**src/rtl/arbitration_logic_wrr_pkg.sv**
```systemverilog
// Shared types and helpers for the weighted round-robin arbiter.
package arb_pkg;

    typedef enum logic {
        IDLE = 1'b0,
        HOLD = 1'b1
    } arb_state_t;

    // A zero weight still grants one transfer so a requester can never be starved by its own config.
    function automatic logic [31:0] arb_quantum(input logic [31:0] w);
        return (w == 32'd0) ? 32'd1 : w;
    endfunction

endpackage

```
**src/rtl/arbitration_logic_fixed.sv**
```systemverilog
// Fixed-priority picker: the lowest set request index wins.
module arbitration_logic_fixed #(
    parameter int N  = 8,
    parameter int IW = $clog2(N)
) (
    input  logic [N-1:0]  req,
    output logic [N-1:0]  onehot,
    output logic [IW-1:0] idx
);

    always_comb begin
        onehot = '0;
        idx    = '0;
        for (int i = N - 1; i >= 0; i--) begin
            if (req[i]) begin
                onehot    = '0;
                onehot[i] = 1'b1;
                idx       = IW'(i);
            end
        end
    end

endmodule

```
**src/rtl/arbitration_logic_wrr_rr_pick.sv**
```systemverilog
// Rotating-priority picker: the lowest request above `last` wins, else the lowest request overall.
module rr_pick #(
    parameter int N  = 8,
    parameter int IW = $clog2(N)
) (
    input  logic [N-1:0]  req,
    input  logic [IW-1:0] last,
    output logic [N-1:0]  onehot,
    output logic [IW-1:0] idx
);

    logic [N-1:0]  mask;
    logic [N-1:0]  masked_req;
    logic [N-1:0]  m_onehot;
    logic [N-1:0]  a_onehot;
    logic [IW-1:0] m_idx;
    logic [IW-1:0] a_idx;

    always_comb begin
        mask = '0;
        for (int i = 0; i < N; i++) begin
            mask[i] = (i > int'(last));
        end
    end

    assign masked_req = req & mask;

    arbitration_logic_fixed #(.N(N), .IW(IW)) u_masked (
        .req    (masked_req),
        .onehot (m_onehot),
        .idx    (m_idx)
    );

    arbitration_logic_fixed #(.N(N), .IW(IW)) u_all (
        .req    (req),
        .onehot (a_onehot),
        .idx    (a_idx)
    );

    assign onehot = (|masked_req) ? m_onehot : a_onehot;
    assign idx    = (|masked_req) ? m_idx    : a_idx;

endmodule

```
**src/rtl/arbitration_logic_wrr.sv**
```systemverilog
// Weighted round-robin arbiter with grant hold and registered one-hot grant.
// Define ARB_WRR_BACK2BACK_EN to re-arbitrate on the release edge (no idle bubble).
//
// state | meaning
// IDLE  | no grant; arbitrate when any req is set
// HOLD  | grant held; credit counts down one per ack
module arbitration_logic_wrr
    import arb_pkg::*;
#(
    parameter  int N      = 8,
    parameter  int W_BITS = 4,
    localparam int IW     = $clog2(N)
) (
    input  logic                clk,
    input  logic                rst,
    input  logic [N-1:0]        req,
    input  logic [N*W_BITS-1:0] weight,
    input  logic                ack,
    output logic [N-1:0]        grant,
    output logic                grant_valid,
    output logic [IW-1:0]       grant_id
);

    arb_state_t        state_q, state_d;
    logic [N-1:0]      grant_q, grant_d;
    logic              valid_q, valid_d;
    logic [IW-1:0]     id_q, id_d;
    logic [IW-1:0]     last_q, last_d;
    logic [W_BITS-1:0] credit_q, credit_d;

    logic [N-1:0]      pick_onehot;
    logic [IW-1:0]     pick_idx;
    logic [W_BITS-1:0] w_sel;
    logic              load;

    rr_pick #(.N(N), .IW(IW)) u_pick (
        .req    (req),
        .last   (last_q),
        .onehot (pick_onehot),
        .idx    (pick_idx)
    );

    always_comb begin
        w_sel = '0;
        for (int i = 0; i < N; i++) begin
            if (pick_idx == IW'(i)) begin
                w_sel = weight[i*W_BITS +: W_BITS];
            end
        end
    end

    always_comb begin
        state_d  = state_q;
        grant_d  = grant_q;
        id_d     = id_q;
        last_d   = last_q;
        credit_d = credit_q;
        load     = 1'b0;
        case (state_q)
            IDLE: load = |req;
            HOLD: begin
                // A dropped request releases even mid-quantum; an ack on that cycle still counts.
                if ((ack && credit_q == W_BITS'(1)) || !req[id_q]) begin
                    state_d = IDLE;
                    grant_d = '0;
                    id_d    = '0;
`ifdef ARB_WRR_BACK2BACK_EN
                    load    = |req;
`endif
                end else if (ack) begin
                    credit_d = credit_q - W_BITS'(1);
                end
            end
            default: state_d = IDLE;
        endcase
        if (load) begin
            state_d  = HOLD;
            grant_d  = pick_onehot;
            id_d     = pick_idx;
            last_d   = pick_idx;
            credit_d = W_BITS'(arb_quantum(32'(w_sel)));
        end
        valid_d = |grant_d;
    end

    always_ff @(posedge clk) begin
        if (rst) begin
            state_q  <= IDLE;
            grant_q  <= '0;
            valid_q  <= 1'b0;
            id_q     <= '0;
            last_q   <= IW'(N - 1);
            credit_q <= '0;
        end else begin
            state_q  <= state_d;
            grant_q  <= grant_d;
            valid_q  <= valid_d;
            id_q     <= id_d;
            last_q   <= last_d;
            credit_q <= credit_d;
        end
    end

    assign grant       = grant_q;
    assign grant_valid = valid_q;
    assign grant_id    = id_q;

endmodule

```
**config.mk**
```make
export PLATFORM = sky130hd
export DESIGN_NAME = arbitration_logic_wrr
export DESIGN_NICKNAME = d
export VERILOG_FILES = /design/src/rtl/arbitration_logic_wrr_pkg.sv /design/src/rtl/arbitration_logic_fixed.sv /design/src/rtl/arbitration_logic_wrr_rr_pick.sv /design/src/rtl/arbitration_logic_wrr.sv
export SDC_FILE = /design/constraint.sdc
export NUM_CORES = 1
export LEC_CHECK = 0
export ABC_AREA = 1
export ABC_CLOCK_PERIOD_IN_PS = 3400
export BUFFER_PORTS_ARGS = -buffer_cell sky130_fd_sc_hd__buf_2
export CELL_PAD_IN_SITES_DETAIL_PLACEMENT = 0
export CELL_PAD_IN_SITES_GLOBAL_PLACEMENT = 1
export CORE_UTILIZATION = 36
export DETAILED_ROUTE_END_ITERATION = 7
export HOLD_SLACK_MARGIN = 0.05
export PLACE_DENSITY_LB_ADDON = 0.1
export SETUP_SLACK_MARGIN = 0.1
export SLEW_MARGIN = 25
export SYNTH_ARGS = -nofsm -noshare
export SYNTH_HDL_FRONTEND = slang
export SYNTH_SLANG_ARGS = --single-unit
```
**constraint.sdc**
```tcl
create_clock -name clk -period 3.4 [get_ports clk]
set_clock_uncertainty 0.2 [all_clocks]
set_input_delay 0.85 -clock clk [delete_from_list [all_inputs] [get_ports clk]]
set_output_delay 0.85 -clock clk [all_outputs]
set_load 0.05 [all_outputs]
```
==> summary.md <==
* **outcome** complete, no violations
* **static leakage** 1.02 nW
* **Iteration-0 DRC Markers** 115
* **global-route wire length before repair** 8.05 mm
* **post-detailed-route wirelength per cell** 12.6 µm
* **remaining global-route overflow** 0
* **ys flop type** sky130_fd_sc_hd__dfxtp_1
* **kind of launch point of the worst setup path** input port
* **antenna violation net count after detailed routing** 0
* **arrival time at the worst endpoint** 2830 ps
* **# resized after CTS** 0
* **Peak supply drop** 0.000390 V
* **placed wire-length estimate** 3.82 mm
* **number of storage elements in the synthesis netlist** 20
* **buffer depth of the longest clock path** 2
* **clock transition at the register clock pins on the worst setup and hold paths after CTS** 80 ps
* **Sink Count** 20
* **number of I/O port buffers** 54
* **pre-CTS setup slack** 260 ps
* **Final Instance Area** 2030 µm²
* **max-slew violation total from the final report** 0
* **Crit path required time** 3350 ps
* **placeable core area** 4350 µm²
* **fraction of layout instances using a drive strength above 1** 0.282
* **number of synthesis warnings** 0
* **smallest setup slack after layout** 518 ps
* **hold violation total from the final report** 0
* **largest net degree at the start of global routing** 16
* **Die Area** 4790 µm²
* **top-area cell type share of the netlist area** 0.246
* **synthesis-to-finish area growth** 24.6%
* **via count of the first global-routing pass** 1745
* **post-detailed-route DRC marker count** 0
* **Diodes inserted** 0
* **placer's final routability congestion estimate** 0.860
* **Filler Cells Inserted** 457
* **Post-Syn Instances** 264
* **Critical path origin** req[7]
* **Tightest Hold Check Type** flip-flop to flip-flop
* **most instantiated library cell after synthesis** sky130_fd_sc_hd__nand2_1
* **share of flip-flops with an asynchronous set or reset** 0
* **ranking of synthesized cells by instance count** 61 x sky130_fd_sc_hd__nand2_1, 38 x sky130_fd_sc_hd__inv_1, 28 x sky130_fd_sc_hd__nor2_1, 22 x sky130_fd_sc_hd__a21oi_1, 20 x sky130_fd_sc_hd__dfxtp_1
* **peak fanout along the critical path** 11
* **Power per Cell Area** 697 nW/µm²
* **mean post-synth cell area** 6.16 µm²
* **wire length after detailed routing** 4.66 mm
* **CTS tree** built
* **post-layout net count** 365
* **setup fix buffers added after clock tree synthesis** 0
* **global router's overall resource usage** 0.204
* **cell types with the largest area share after synthesis** sky130_fd_sc_hd__dfxtp_1 25%, sky130_fd_sc_hd__nand2_1 14%, sky130_fd_sc_hd__inv_1 8.8%, sky130_fd_sc_hd__a21oi_1 6.8%, sky130_fd_sc_hd__nor2_1 6.5%
* **Die Y** 69.2 µm
* **hold buffer count at CTS** 0
* **measured slew at the worst slew-check pin** 662 ps
* **startpoint-to-endpoint class of the critical path** input port to flip-flop
* **count of max-cap constraint violations** 0
* **setup repair after global routing missed its margin** false
* **syn_nets** 309
* **Avg Vias per Cell** 4.94
* **I/O pin count** 55
* **Final period util** 0.848
* **sum of negative setup slack** 0 ps
* **number of distinct library cell variants in the gate-level netlist after synthesis** 31
* **H-tree levels** 1
* **count of placed standard cells including taps** 367
* **count of non-filler cells in the finished layout** 371
* **clock tree root buffer cell** sky130_fd_sc_hd__clkbuf_8
* **hold_sp** grant_id[2]
* **number of antenna violations at the first check in global routing** 0
* **clock latency reported for the late side of the worst-skew pair** 270 ps
* **vias** 1834
* **Synth Cell Area** 1630 µm²
* **TritonCTS buffer count** 3
* **hold_ws** 305 ps
* **number of endpoints failing setup at the final stage** 0
* **placement row count** 24
* **number of iterations in the first detailed-routing pass** 4
* **count of flip-flops with a built-in enable after synthesis** 0
* **cell area after placement** 1960 µm²
* **starting density of the core** 0.374
* **crit end category** flip-flop
* **relative slew slack** 0.559
* **max frequency** 0.347 GHz
* **startpoint of the lowest-slack register-to-register path** last_q[2]
* **largest area contributor in the synthesized netlist** sky130_fd_sc_hd__dfxtp_1
* **sequential share of the synthesized area** 0.246
* **width of the die** 69.2 µm
* **final critical delay including setup and external delays** 2880 ps
-- cells in the final DEF, fill, tap and decap left out, drive strengths merged --
master | synthesis | layout
a21oi | 26 | 26
a22o | 3 | 3
buf | 2 | 56
bufinv | 0 | 1
clkbuf | 3 | 3
dfxtp | 20 | 20
ha | 2 | 2
inv | 44 | 44
nand2 | 67 | 67
nand3 | 19 | 19
nand3b | 2 | 2
nand4 | 9 | 9
nor2 | 35 | 35
nor3 | 5 | 5
nor4 | 1 | 1
o211ai | 4 | 4
o21ai | 15 | 15
o22ai | 3 | 3
o31ai | 2 | 2
or2 | 2 | 2
-- final timing paths --
kind	depth (start not counted)	slack [ps]	to
setup / recovery	8	520	grant_valid
hold / removal	2	300	grant_id[2]
setup reg to reg	13	960	credit_q[0]
hold reg to reg	2	300	grant_id[2]
-- metrics by stage --
stage | power, W | util
after floorplan | 0.000978 | -
after global placement | 0.00119 | 0.449
after detailed placement | 0.00118 | 0.449
after CTS | 0.00142 | 0.466
after global routing | 0.00154 | 0.466
final | 0.00141 | 0.466
-- per-layer routing --
| metal | track usage | up-vias | wire length (µm) |
|---|---|---|---|
| met2 | 0.324 | 51 | 2040 |
| met5 | 0 | - | 0 |
| met3 | 0.0262 | 4 | 269 |
| met1 | 0.290 | 807 | 2310 |
| li1 | - | 972 | - |
| met4 | 0.0544 | 0 | 36 |
-- power breakdown --
group | switching (W) | leakage, nW | total (W) | internal, W
combinational | 0.000559 | 0.815 | 0.000820 | 0.000261
sequential | 0.0000589 | 0.165 | 0.000353 | 0.000295
clock | 0.0000831 | 0.0357 | 0.000240 | 0.000157
total | 0.000701 | 1.02 | 0.00141 | 0.000713
-- sequential cells by signal (all words and copies together) (netlist names) --
name	flops
state_q	1
grant_id	3
grant	8
grant_valid	1
last_q	3
credit_q	4
-- kinds of logic (layout without fill, tap and decap cells) --
kind of cell | count (synthesis) | count (layout) | synth area share
compound gates | 53 | 53 | 0.213
fa+ha+maj | 2 | 2 | 0.0154
buf+inv | 49 | 104 | 0.115
flops | 20 | 20 | 0.246
simple gates | 140 | 140 | 0.411
-- area by class of cell --
class                           instances  area (µm²)  area share
Clock buffer                            3        41.3      0.0204
Clock inverter                          1        30.0      0.0148
Inverter                               44         165      0.0815
Multi-Input combinational cell        195        1040       0.513
Sequential cell                        20         400       0.198
Tap cell                               52        65.1      0.0321
Timing Repair Buffer                   56         285       0.141
-- critical path, cell delays in order --
cell and delay [ps]:
sky130_fd_sc_hd__buf_2 130, sky130_fd_sc_hd__or2_2 280, sky130_fd_sc_hd__nor3_1 270, sky130_fd_sc_hd__a21oi_1 290
sky130_fd_sc_hd__inv_1 320, sky130_fd_sc_hd__o21ai_0 210, sky130_fd_sc_hd__nor4_1 360, sky130_fd_sc_hd__a21oi_1 110
(Power assumes the default switching activity.)
